$ cat config.mk
export PLATFORM = sky130hd
export DESIGN_NAME = game_phase_ctrl_flat
export DESIGN_NICKNAME = d
export VERILOG_FILES = /design/src/rtl/game_phase_ctrl_pkg.sv /design/src/rtl/game_phase_ctrl_if.sv /design/src/rtl/game_phase_ctrl_sat_counter.sv /design/src/rtl/game_phase_ctrl.sv /design/src/flat_wrapper.sv
export SDC_FILE = /design/constraint.sdc
export NUM_CORES = 1
export LEC_CHECK = 0
export ABC_AREA = 1
export CAP_MARGIN = 10
export CORE_MARGIN = 4
export CORE_UTILIZATION = 55
export CTS_CLUSTER_SIZE = 24
export DETAILED_ROUTE_END_ITERATION = 10
export PLACE_DENSITY = 0.95
export SYNTH_ARGS = -nofsm -noshare
export SYNTH_HDL_FRONTEND = slang
export SYNTH_SLANG_ARGS = --single-unit
$ cat constraint.sdc
create_clock -name clk -period 2.5 [get_ports clk]
set_input_delay 0.5 -clock clk [delete_from_list [all_inputs] [get_ports clk]]
set_output_delay 0.5 -clock clk [all_outputs]
set_load 0.01 [all_outputs]
$ cat src/rtl/game_phase_ctrl_pkg.sv
// game_phase_ctrl_pkg: shared state encoding, winner codes and default sizing for the phase sequencer
package game_phase_ctrl_pkg;
  typedef logic [2:0] state_t;
  localparam state_t IDLE     = 3'd0;
  localparam state_t P1_PLACE = 3'd1;
  localparam state_t P2_PLACE = 3'd2;
  localparam state_t P1_FIRE  = 3'd3;
  localparam state_t P2_FIRE  = 3'd4;
  localparam state_t OVER     = 3'd5;
  localparam logic [1:0] WIN_NONE = 2'b00;
  localparam logic [1:0] WIN_P1   = 2'b01;
  localparam logic [1:0] WIN_P2   = 2'b10;
  localparam int NUM_SHIPS_DEF = 5;
  localparam int WIN_HITS_DEF  = 17;
  localparam int CNT_W_DEF     = 5;
endpackage

$ cat src/rtl/game_phase_ctrl_if.sv
// game_phase_ctrl_if: event pulses from keyboard/board logic in, phase flags and scores out
// slave (sequencer): start, place_valid, place_legal, fire_valid, fire_hit in;
//   p1place, p2place, p1fire, p2fire, game_over, winner, place_err, ships_placed, p1_hits, p2_hits out
// master (event source / display side): the mirror image
interface game_phase_ctrl_if import game_phase_ctrl_pkg::*; #(parameter int CNT_W = CNT_W_DEF);
  logic start, place_valid, place_legal, fire_valid, fire_hit;
  logic p1place, p2place, p1fire, p2fire, game_over, place_err;
  logic [1:0] winner;
  logic [CNT_W-1:0] ships_placed, p1_hits, p2_hits;
  modport master(
    output start, place_valid, place_legal, fire_valid, fire_hit,
    input p1place, p2place, p1fire, p2fire, game_over, place_err, winner, ships_placed, p1_hits, p2_hits
  );
  modport slave(
    input start, place_valid, place_legal, fire_valid, fire_hit,
    output p1place, p2place, p1fire, p2fire, game_over, place_err, winner, ships_placed, p1_hits, p2_hits
  );
endinterface

$ cat src/rtl/game_phase_ctrl_sat_counter.sv
// sat_counter: up-counter that stops at MAX; clr wins over inc
// ports: clk, rst_n (async active-low), inc, clr in; q out
module sat_counter #(
  parameter int CNT_W = 5,
  parameter int MAX   = 17
) (
  input  logic             clk,
  input  logic             rst_n,
  input  logic             inc,
  input  logic             clr,
  output logic [CNT_W-1:0] q
);
  always_ff @(posedge clk or negedge rst_n)
    if (!rst_n) q <= '0;
    else if (clr) q <= '0;
    else if (inc && q != CNT_W'(MAX)) q <= q + 1'b1;
endmodule

$ cat src/rtl/game_phase_ctrl.sv
// game_phase_ctrl: Battleship phase sequencer (placement, alternating fire turns, game over)
// ports: clk, rst_n (async active-low), bus (game_phase_ctrl_if.slave: event pulses in, registered flags/scores out)
module game_phase_ctrl import game_phase_ctrl_pkg::*; #(
  parameter int NUM_SHIPS = NUM_SHIPS_DEF,
  parameter int WIN_HITS  = WIN_HITS_DEF,
  parameter int CNT_W     = CNT_W_DEF
) (
  input logic              clk,
  input logic              rst_n,
  game_phase_ctrl_if.slave bus
);
  state_t state, state_d;
  logic in_place, new_game, ship_inc, ship_done, p1_inc, p2_inc, p1_win, p2_win;
  logic err_d, over_d;
  logic [3:0] flags_d;
  logic [1:0] winner_d;
  assign in_place  = state == P1_PLACE || state == P2_PLACE;
  assign new_game  = bus.start && (state == IDLE || state == OVER);
  assign ship_inc  = in_place && bus.place_valid && bus.place_legal;
  // the commit that fills the fleet hands over to the next phase and restarts the count
  assign ship_done = ship_inc && bus.ships_placed == CNT_W'(NUM_SHIPS - 1);
  assign p1_inc    = state == P1_FIRE && bus.fire_valid && bus.fire_hit;
  assign p2_inc    = state == P2_FIRE && bus.fire_valid && bus.fire_hit;
  assign p1_win    = p1_inc && bus.p1_hits == CNT_W'(WIN_HITS - 1);
  assign p2_win    = p2_inc && bus.p2_hits == CNT_W'(WIN_HITS - 1);
  always_ff @(posedge clk or negedge rst_n)
    if (!rst_n) begin
      state <= IDLE;
      {bus.p1place, bus.p2place, bus.p1fire, bus.p2fire} <= '0;
      bus.game_over <= 1'b0;
      bus.place_err <= 1'b0;
      bus.winner    <= WIN_NONE;
    end else begin
      state <= state_d;
      {bus.p1place, bus.p2place, bus.p1fire, bus.p2fire} <= flags_d;
      bus.game_over <= over_d;
      bus.place_err <= err_d;
      bus.winner    <= winner_d;
    end
  always_comb begin
    state_d = state;
    case (state)
      IDLE, OVER: state_d = bus.start ? P1_PLACE : state;
      P1_PLACE:   state_d = ship_done ? P2_PLACE : state;
      P2_PLACE:   state_d = ship_done ? P1_FIRE : state;
      P1_FIRE:    state_d = bus.fire_valid ? (p1_win ? OVER : P2_FIRE) : state;
      P2_FIRE:    state_d = bus.fire_valid ? (p2_win ? OVER : P1_FIRE) : state;
      default:    state_d = IDLE;
    endcase
  end
  // outputs are decoded from the next state so the registered flags line up with it
  always_comb begin
    flags_d  = {state_d == P1_PLACE, state_d == P2_PLACE, state_d == P1_FIRE, state_d == P2_FIRE};
    over_d   = state_d == OVER;
    err_d    = in_place && bus.place_valid && !bus.place_legal;
    winner_d = new_game ? WIN_NONE : p1_win ? WIN_P1 : p2_win ? WIN_P2 : bus.winner;
  end
  sat_counter #(.CNT_W(CNT_W), .MAX(NUM_SHIPS)) u_ships (
    .clk, .rst_n, .inc(ship_inc), .clr(new_game || ship_done), .q(bus.ships_placed)
  );
  sat_counter #(.CNT_W(CNT_W), .MAX(WIN_HITS)) u_p1_hits (
    .clk, .rst_n, .inc(p1_inc), .clr(new_game), .q(bus.p1_hits)
  );
  sat_counter #(.CNT_W(CNT_W), .MAX(WIN_HITS)) u_p2_hits (
    .clk, .rst_n, .inc(p2_inc), .clr(new_game), .q(bus.p2_hits)
  );
endmodule

$ cat src/flat_wrapper.sv
// flat-port wrapper written by rule: the top's interface ports become plain ports
module game_phase_ctrl_flat import game_phase_ctrl_pkg::*;
#(
  parameter int NUM_SHIPS = NUM_SHIPS_DEF,
  parameter int WIN_HITS  = WIN_HITS_DEF,
  parameter int CNT_W     = CNT_W_DEF
)
  (clk, rst_n, bus_start, bus_place_valid, bus_place_legal, bus_fire_valid, bus_fire_hit, bus_p1place, bus_p2place, bus_p1fire, bus_p2fire, bus_game_over, bus_place_err, bus_winner, bus_ships_placed, bus_p1_hits, bus_p2_hits);
  game_phase_ctrl_if #(.CNT_W(CNT_W)) bus_i ();
  input logic clk;
  input logic rst_n;
  input wire logic [$bits(bus_i.start)-1:0] bus_start;
  input wire logic [$bits(bus_i.place_valid)-1:0] bus_place_valid;
  input wire logic [$bits(bus_i.place_legal)-1:0] bus_place_legal;
  input wire logic [$bits(bus_i.fire_valid)-1:0] bus_fire_valid;
  input wire logic [$bits(bus_i.fire_hit)-1:0] bus_fire_hit;
  output wire logic [$bits(bus_i.p1place)-1:0] bus_p1place;
  output wire logic [$bits(bus_i.p2place)-1:0] bus_p2place;
  output wire logic [$bits(bus_i.p1fire)-1:0] bus_p1fire;
  output wire logic [$bits(bus_i.p2fire)-1:0] bus_p2fire;
  output wire logic [$bits(bus_i.game_over)-1:0] bus_game_over;
  output wire logic [$bits(bus_i.place_err)-1:0] bus_place_err;
  output wire logic [$bits(bus_i.winner)-1:0] bus_winner;
  output wire logic [$bits(bus_i.ships_placed)-1:0] bus_ships_placed;
  output wire logic [$bits(bus_i.p1_hits)-1:0] bus_p1_hits;
  output wire logic [$bits(bus_i.p2_hits)-1:0] bus_p2_hits;
  assign bus_i.start = bus_start;
  assign bus_i.place_valid = bus_place_valid;
  assign bus_i.place_legal = bus_place_legal;
  assign bus_i.fire_valid = bus_fire_valid;
  assign bus_i.fire_hit = bus_fire_hit;
  assign bus_p1place = bus_i.p1place;
  assign bus_p2place = bus_i.p2place;
  assign bus_p1fire = bus_i.p1fire;
  assign bus_p2fire = bus_i.p2fire;
  assign bus_game_over = bus_i.game_over;
  assign bus_place_err = bus_i.place_err;
  assign bus_winner = bus_i.winner;
  assign bus_ships_placed = bus_i.ships_placed;
  assign bus_p1_hits = bus_i.p1_hits;
  assign bus_p2_hits = bus_i.p2_hits;
  game_phase_ctrl #(.NUM_SHIPS(NUM_SHIPS), .WIN_HITS(WIN_HITS), .CNT_W(CNT_W)) u_core (.clk(clk), .rst_n(rst_n), .bus(bus_i));
endmodule
# --- Word level (Yosys, flattened, before mapping) ---
# Cells that the tools add are included.
classes:
  n_mux: 17
  reduce_logical: 24
  eq_ne: 16
  add_sub_neg: 3
ops:
  columns: ["op", "n"]
  rows:
  - ["two-way mux 5 bit", 6]
  - ["two-way mux 3 bit", 6]
  - ["adder 5 x 1 -> 5 bit (second input constant)", 3]
  - ["one-hot mux 3 bit (5 select lines)", 1]
  - ["logical AND 1 bit", 14]
  - ["== test 3 x 2 -> 1 bit (second input constant)", 4]
  - ["== test 3 bit (second input constant)", 4]
  - ["== test 5 bit (second input constant)", 2]
  - ["inequality test 5 bit (second input constant)", 2]
  - ["== test 3 x 1 -> 1 bit (second input constant)", 2]
  - ["two-way mux 2 bit", 3]
  - ["nonzero test 2 bit", 3]
  - ["== test 5 x 3 -> 1 bit (second input constant)", 1]
  - ["inequality test 5 x 3 -> 1 bit (second input constant)", 1]
  - ["logical NOT 3 bit", 1]
  - ["logical OR 1 bit", 3]
  - ["nonzero test 3 bit", 1]
  - ["OR reduction 2 bit", 1]
  - ["logical NOT 1 bit", 1]
  - ["two-way mux 1 bit", 1]
totals:
  elab_cells: 71
  ff_bits: 26
  inputBits: 7
  out_inout_bits: 23

# --- Logic depth before layout (Yosys ltp) ---
depth:
  word_depth: 8
  ltp_mapped: 9

# --- Hierarchy ---
# From an unflattened synthesis, not the netlist that was laid out.
unflattened:
  cells_unflattened: 219
  hier_area_um2: 1649.1
modules_own_cells:
  columns: ["mod", "cells_per_inst", "n_inst", "area_per_inst_um2"]
  rows:
  - ["sat_counter (u_core.u_p1_hits ...)", 44, 2, 341.6]
  - ["game_phase_ctrl", 86, 1, 619.3]
  - ["sat_counter (u_core.u_ships)", 45, 1, 346.6]

# --- Worst setup path before layout ---
# No wires, ideal clock.
synth_path:
  path_kind: "flip-flop to flip-flop"
  from: "register u_core.u_ships.q[0]"
  to: "register u_core.bus.game_over"
  arrival_time_ns: 1.266
  path_stages_with_launch: 10
  slack_ns: 1.105
  path_cell_list: "dfrtp_1 > inv_1 > ha_1 > nand2_1 > nor2_1 > nand3_2 > nand2_1 > nand3_1 > nor2_2 > nor2_1"
synth_between:
  elab_chain_cells: 5
  word_cells_on_any_way: 6
synth_rtl:
  columns: ["item", "line_no", "source"]
  rows:
  - ["start, declared", "game_phase_ctrl_sat_counter.sv:11", "output logic [CNT_W-1:0] q"]
  - ["start signal, assigned", "game_phase_ctrl_sat_counter.sv:16", "else if (inc && q != CNT_W'(MAX)) q <= q + 1'b1;"]
  - ["== test 5 x 3 -> 1 bit (*)", "game_phase_ctrl.sv:21", "assign ship_done = ship_inc && bus.ships_placed == CNT_W'(NUM_SHIPS - 1);"]
  - ["logical AND 1 bit (*)", "game_phase_ctrl.sv:21", null]
  - ["two-way mux 3 bit (on tied branches)", "game_phase_ctrl.sv:45, game_phase_ctrl.sv:44", null]
  - ["one-hot mux 3 bit (5 select lines) (*)", "game_phase_ctrl.sv:42", "case (state)"]
  - ["== test 3 bit (*)", "game_phase_ctrl.sv:54", "over_d = state_d == OVER;"]
  - ["named net u_core.over_d", "game_phase_ctrl.sv:14", "logic err_d, over_d;"]
  - ["end signal, assigned", "game_phase_ctrl.sv:36", "bus.game_over <= over_d;"]
  - ["end, declared", "game_phase_ctrl_if.sv:16", "output p1place, p2place, p1fire, p2fire, game_over, place_err, winner, ships_placed, p1_hits, p2_hits"]
# Mark *: on every way through the listed nets, which the timed path passes. The rest lies on a longest branch.
# A chain may end at the register's enable or synchronous reset.

# --- Worst setup path in the final report ---
layout_path:
  from: "register u_core.u_ships.q[2]"
  to: "output bus_ships_placed[2]"
layout_lines:
  columns: ["item", "line_no", "source"]
  rows:
  - ["end, declared", "flat_wrapper.sv:24", "output wire logic [$bits(bus_i.ships_placed)-1:0] bus_ships_placed;"]
# No word-level cell between the ends.

==> summary.md <==
| Metric | Value |
|---|---|
| Run status | finished clean |
| Number of hold buffers added after CTS | 0 |
| Arrival time of data at the critical path endpoint | 1.41 ns |
| Commonest register cell after synthesis | dfrtp_1 |
| Count of buffers inserted at the top-level ports | 29 |
| CP cell instances | clkdlybuf4s50_1 |
| Leak Pwr | 0.000899 uW |
| Setup crit end kind | primary output |
| Vias per inst | 5.40 |
| Cell area after layout | 1870 um^2 |
| Routed len/inst | 12.6 um |
| Cell type with the largest total area after synthesis | dfrtp_1 |
| Aggregate global routing overflow | 0 |
| Vert. Die Dim | 60.4 um |
| Final period demand of the worst path | 1.91 ns |
| TritonCTS clock tree | done |
| Top layer reached by signal wires | met4 |
| Synthesis-to-finish area growth | 23.4% |
| Level count of the clock H-tree | 1 |
| Total routing usage reported by global routing | 0.193 |
| Fraction of registers with async set or reset after synthesis | 1.00 |
| Normalized max-slew margin | 0.784 |
| Dominant cell by count in the synthesized netlist | nand2_1 |
| Setup repair after global routing missed its margin | no |
| Source-to-sink clock delay at the later pin of the worst-skew pair | 0.33 ns |
| Area share of the leading cell type in the synthesized netlist | 0.430 |
| Routed wire length on met2 | 1470 um |
| Total via count after detailed routing | 1322 |
| Final Max Tran Viols | 0 |
| Number of global-route vias before repair | 1230 |
| M1 WL | 1410 um |
| Wire length reported by the detailed router | 3100 um |
| Synthesized netlist net count | 200 |
| # Max-Cap Violations | 0 |
| Buffers and inverters on the worst path | 1 |
| Starting density of the core | 0.594 |
| Final-layout fill cell count | 188 |
| Detailed-router iteration count before antenna repair | 4 |
| Number of top-level pins | 30 |
| Worst setup path category | register to primary output |
| Max Fanout on Critical Path | 7 |
| CP max stage cell | clkdlybuf4s50_1 |
| Hold Fails Final Rpt | 0 |
| Area of the multi-input gates | 726 um^2 |
| Total power draw | 1650 uW |
| X dimension of the die | 60.4 um |
| Tightest Hold Check Type | input pin to asynchronous set/reset pin |
| Num CTS Buffers | 3 |
| Top post-synthesis cells by count | 29 x nand2_1, 26 x dfrtp_1, 23 x inv_1, 23 x nor2_1, 21 x nand3_1 |
| First-pass GRT wire length | 5330 um |
| Critical Path Max Stage Delay | 0.58 ns |
| Length of routed met3 wiring | 167 um |
| Crit-path leading delay family | buffers and inverters |
| Clock root buffer master | clkbuf_4 |
| Sinks on the clock net | 26 |
| Critical Path Start Type | register |
| Initial antenna violation count | 0 |
| Proportion of layout cells with a drive suffix above 1 | 0.107 |
| Area of the placeable core | 2540 um^2 |
| Largest net degree at the start of global routing | 27 |
| Number of setup violations in the final report | 0 |
| Final worst path period share | 0.763 |
| Remaining number of nets flagged by the antenna check after routing | 0 |
| Gate count of the mapped netlist | 184 |
| Instance area after placement | 1810 um^2 |
| Number of unique standard cell types used by synthesis | 26 |
| Synth top area cells | dfrtp_1 43%, ha_1 7.5%, nand2_1 7.2% |
| WP data required | 2.00 ns |
| Die area | 3650 um^2 |
| Post-detailed-route DRC marker count | 0 |
| Cell Area, Synth | 1510 um^2 |
| Slew at the pin closest to its max-slew limit | 0.324 ns |
| Number of setup buffers added after CTS | 0 |
| Syn Area/Cell | 8.21 um^2 |
| Clock slew at reported path FFs | 0.14 ns |
| Count of state elements after synthesis | 26 |
| Smallest hold slack | 0.505 ns |
| Total number of nets in the final design | 232 |
| Fmax | 0.524 GHz |
| Final GP Congestion | 0.776 |
| Instance count after placement with tap cells included | 241 |
| Highest ir drop seen on vdd | 718 uV |
| Power per unit of standard cell area | 882 nW/um^2 |
| Number of enable flip-flop cells after synthesis | 0 |
| First DRT Iteration DRCs | 38 |
| Warnings from Yosys | 0 |
| Number of antenna cells inserted | 0 |
| Detailed placer's ending HPWL | 2340 um |
| Worst clock skew | 0.00191 ns |
| Number of placement rows | 18 |
| Final sum of negative setup slack | 0 ns |
| Fraction of the yosys area taken by sequential cells | 0.430 |
| Buffer depth of the longest clock path | 2 |
| Non-filler cells, final | 245 |
| Post-CTS resize count | 0 |
| Sequential cell area | 651 um^2 |
==> layout by cell type, fill, tap and decap left out, types with 3 or more instances in the layout <==
cell and count:
nor2_2 4, ha_1 9, o21ai_1 4, nor3_1 6, inv_2 4, nand4_1 3
inv_1 23, nand3_1 21, o21ai_0 8, clkbuf_4 3, dfrtp_1 26, nor2_1 23
clkdlybuf4s50_1 29, nand2_1 29, a21oi_1 5
==> power breakdown <==
part	internal, uW	switching (uW)
logic	308	405
registers	518	120
clock network	162	133
==> cell families after synthesis <==
logic type | after synthesis | share of synthesized area
AOI/OAI and AO/OA | 22 | 0.0836
xor gates and xnor gates | 3 | 0.0174
adders and majority gates | 9 | 0.0745
buffers and inverters | 30 | 0.0894
DFF | 26 | 0.430
and+or+nand+nor | 94 | 0.305
==> through the flow <==
step,util,worst slack (ns)
2_1_floorplan,-,1.11
3_3_place_gp,0.712,0.577
3_5_place_dp,0.712,0.550
4_1_cts,0.733,0.577
5_1_grt,0.733,0.528
6_report,0.733,0.593
==> final cells by class <==
| class | count | share of cell area |
|---|---|---|
| clock buffer | 3 | 0.0121 |
| clock inverter | 1 | 0.0161 |
| sequential | 26 | 0.349 |
| multi-input combinational | 128 | 0.389 |
| inverter | 27 | 0.0543 |
| timing repair buffer | 30 | 0.160 |
| tap | 30 | 0.0201 |
==> per-layer routing <==
metal	global-route usage	vias up
met5	0	-
met4	0.0681	0
met3	0.0340	5
met2	0.316	34
met1	0.259	620
li1	-	663
==> final timing paths <==
path,to,depth (start not counted),start,slack [ns]
max,bus_ships_placed[2],1,u_core.u_ships.q[2]$_DFFE_PN0P_,0.59
min,u_core.u_p1_hits.q[2]$_DFFE_PN0P_,2,rst_n,0.50
max reg2reg,u_core.u_ships.q[2]$_DFFE_PN0P_,6,u_core.state[0]$_DFF_PN0_,0.81
min reg2reg,u_core.bus.winner[0]$_DFFE_PN0P_,1,u_core.bus.winner[0]$_DFFE_PN0P_,0.56
max in group asynchronous,u_core.u_ships.q[3]$_DFFE_PN0P_,2,rst_n,1.76
min in group clk,u_core.bus.winner[0]$_DFFE_PN0P_,1,u_core.bus.winner[0]$_DFFE_PN0P_,0.56
==> sequential cells by signal (all words and copies together) (netlist names) <==
register	cells
u_core.bus.p1place	1
u_core.bus.p1fire	1
u_core.u_ships.q	5
u_core.bus.p2fire	1
u_core.u_p1_hits.q	5
u_core.bus.p2place	1
u_core.u_p2_hits.q	5
u_core.bus.winner	2
u_core.bus.place_err	1
u_core.state	3
u_core.bus.game_over	1
No activity file was read; power rests on OpenSTA's default activity.
==> edit: new RTL, same settings <==
Make the reset (`rst_n`) synchronous in 2 clocked blocks. Comments in the files are not updated.
--- a/src/rtl/game_phase_ctrl_sat_counter.sv
+++ b/src/rtl/game_phase_ctrl_sat_counter.sv
@@ -10,7 +10,7 @@
   input  logic             clr,
   output logic [CNT_W-1:0] q
 );
-  always_ff @(posedge clk or negedge rst_n)
+  always_ff @(posedge clk)
     if (!rst_n) q <= '0;
     else if (clr) q <= '0;
     else if (inc && q != CNT_W'(MAX)) q <= q + 1'b1;
--- a/src/rtl/game_phase_ctrl.sv
+++ b/src/rtl/game_phase_ctrl.sv
@@ -23,7 +23,7 @@
   assign p2_inc    = state == P2_FIRE && bus.fire_valid && bus.fire_hit;
   assign p1_win    = p1_inc && bus.p1_hits == CNT_W'(WIN_HITS - 1);
   assign p2_win    = p2_inc && bus.p2_hits == CNT_W'(WIN_HITS - 1);
-  always_ff @(posedge clk or negedge rst_n)
+  always_ff @(posedge clk)
     if (!rst_n) begin
       state <= IDLE;
       {bus.p1place, bus.p2place, bus.p1fire, bus.p2fire} <= '0;
Check against the original RTL: differs if rst_n is asserted again (counterexample within 4 cycles, from zero or initial values and one cycle with rst_n low); with rst_n held inactive, the same outputs for 10 cycles.
==> edit against the unedited design <==
Critical path depth did not move. Worst setup slack improved by 0.019 ns. Hold slack barely moved. Maximum frequency is 1.0% higher. Highest routed layer unchanged. Count of clock-buffer cells in the layout did not move. Area after synthesis is 10% lower. Sequential cell count unchanged. Routed wire length decreased by 5.2%. Synthesized cell count is the same. Final area fell by 9.0%. Critical endpoint unchanged.
Power is not compared: it rests on default switching activity, and its combinational part moved more than twofold at a synthesized area within 25%.
==> edit: results (changes against the unedited design) <==
The combined global-route utilization of all metal layers was 19.0% (-0.34 points). Mean cell area of the mapped netlist: 7.36 sq um (-10%). Yosys attributes the largest share of cell area to sky130_fd_sc_hd__dfxtp_1 (38%), sky130_fd_sc_hd__nand2_1 (9.1%), sky130_fd_sc_hd__ha_1 (8.3%).

The logs give 0.677 nW for the leakage component of the power and 38.4% (-4.6 points) for the share of synthesized area occupied by flip-flops and latches. The first-pass GRT wire length was 4970 um (-6.6%). The number of synthesis warnings is 0 (unchanged), and the source-to-sink clock delay at the later pin of the worst-skew pair is 0.31 ns (-0.02 ns). The maximum fanout encountered on the critical timing path works out to 7 (unchanged). The total number of nets in the final design came out at 233 (+0.43%). The flow ran to the end, and the final reports show no timing, DRC or antenna violations.

The run gives 1.39 ns (-0.02 ns) as the data arrival time of the worst path. The share of synthesized flip-flops with an asynchronous set or reset works out to 0% (-100 points). The largest single stage delay on the critical path is 0.59 ns. The average routed wire per standard cell was 12.1 um (-4.4%). The internal power contribution came out at 0.500 mW. By count the netlist is led by sky130_fd_sc_hd__nand2_1 (33), sky130_fd_sc_hd__dfxtp_1 (26), sky130_fd_sc_hd__inv_1 (24). The clock transition at the registers of the reported paths came out at 0.13 ns. The tools report the cell chosen for the clock root as sky130_fd_sc_hd__clkbuf_4. For the first-iteration detailed-routing DRC count, the log shows 53 (+39%).

The half-perimeter wire length after placement was 2280 um (-2.7%); the placement-stage cell area was 1680 sq um (-7.6%). The total clock buffers created by CTS was 3 (unchanged). The cell with the largest stage delay on the worst path was sky130_fd_sc_hd__clkdlybuf4s50_1. The total instance count after detailed placement is 240 (-0.41%), and the total inserted antenna cells is 0 (unchanged). The routed via count divided by cell count came out at 5.26 (-2.5%). The tools report the wire length after detailed routing as 2940 um (-5.2%). In the final layout, the registers with the most flip-flops are u_core.u_p1_hits.q: 5 flops, u_core.u_p2_hits.q: 5 flops, u_core.u_ships.q: 5 flops. The count of buffers added by post-CTS timing repair for setup came out at 0 (unchanged).

The worst relative slew slack was 77.3% (-1.1 points); the initial antenna violation count was 0 (unchanged). The maximum number of buffers from clock root to sink is 2 (unchanged). The number of global-route vias before repair is 1,187 (-3.5%). The run gives 21 (-19%) as the count of distinct cell types in the synthesized netlist. The tools report the largest net degree at the start of global routing as 14 (-48%). Grouping stages by cell kind, the critical path spends the most delay in buffers and inverters.

The tools report the quantity of gates resized following cts as 0 (unchanged). Net count of the mapped netlist: 200 (unchanged). The top flip-flop cell by instance count after synthesis was sky130_fd_sc_hd__dfxtp_1.

The logs give 0.865 (+11%) for the final weighted congestion of routability-driven global placement and 0.000373 V for the maximum vdd ir drop. The classification of the worst-slack hold path was reg -> reg. The logs give 1 (unchanged) for the depth of the CTS H-tree and 0.00569 ns (+0.00378 ns) for the setup clock skew after layout. The tools report the detailed-router iteration count before antenna repair as 4 (unchanged).

The quantity of I/O buffers inserted on ports is 29 (unchanged). Layout cell share with drive strength beyond 1: 8.37% (-2.3 points).
==> edit: cell types whose count changed after synthesis, sizes merged, moves of 2 or more <==
cell,before,now
a21oi,5,17
a31o,2,0
buf,3,0
dfrtp,26,0
dfxtp,0,26
nand2,31,37
nand3,24,19
nor2,28,24
nor3,6,2
o21ai,13,10
xor2,1,3
==> edit: worst paths after layout <==
path / from / endpoint / slack (ns) / cells past startpoint
worst max-delay path: u_core.u_ships.q[2] / bus_ships_placed[2] / 0.61 / 1
worst max register to register: u_core.u_p2_hits.q[0] / u_core.bus.p2fire / 0.93 / 8
worst min register to register: u_core.bus.winner[0] / u_core.bus.winner[0] / 0.51 / 2
worst min-delay path: u_core.bus.winner[0] / u_core.bus.winner[0] / 0.51 / 2
==> edit: cells by family (layout without fill, tap and decap cells) <==
group	count (synthesis)	count (layout)	share of synthesized area, %
buffers and inverters	28	59	7.85
AO/OA/AOI/OAI	27	27	9.97
AND/OR/NAND/NOR	88	88	31.6
XOR/XNOR	6	6	3.88
adder cells (fa/ha/maj)	9	9	8.31
flip-flops	26	26	38.4
==> edit: routing by layer <==
layer / up-vias / global-route usage [%] / wire (um)
met5: - / 0 / 0
met4: 0 / 7.95 / 68
met3: 9 / 2.67 / 143
met2: 46 / 32.1 / 1410
met1: 563 / 24.1 / 1320
li1: 660 / - / -
==> edit: area by class of cell <==
class                      instances  area [sq um]
sequential                        26           520
timing repair buffer              29           290
clock buffer                       3          22.5
tap                               28          35.0
multi-input combinational        130           728
fill                             170           578
inverter                          27           101
==> edit: power by group through the flow <==
stage,registers [mW],clock network [mW],logic (mW)
final,0.423,0.170,0.0632
after global routing,0.425,0.195,0.0713
after CTS,0.424,0.178,0.0633
after detailed placement,0.433,0,0.0626
after global placement,0.432,0,0.0608
after floorplan,0.433,0,0.0355
==> edit: through the flow <==
stage / utilization, % / total power [mW] / setup WS (ns) / hold WS, ns
global placement: 73.6 / 0.493 / 0.568 / 0.487
floorplan: - / 0.468 / 1.15 / 0.494
finish: 74.6 / 0.657 / 0.613 / 0.505
detailed placement: 73.6 / 0.495 / 0.471 / 0.476
global route: 74.6 / 0.691 / 0.556 / 0.532
CTS: 74.6 / 0.664 / 0.605 / 0.505
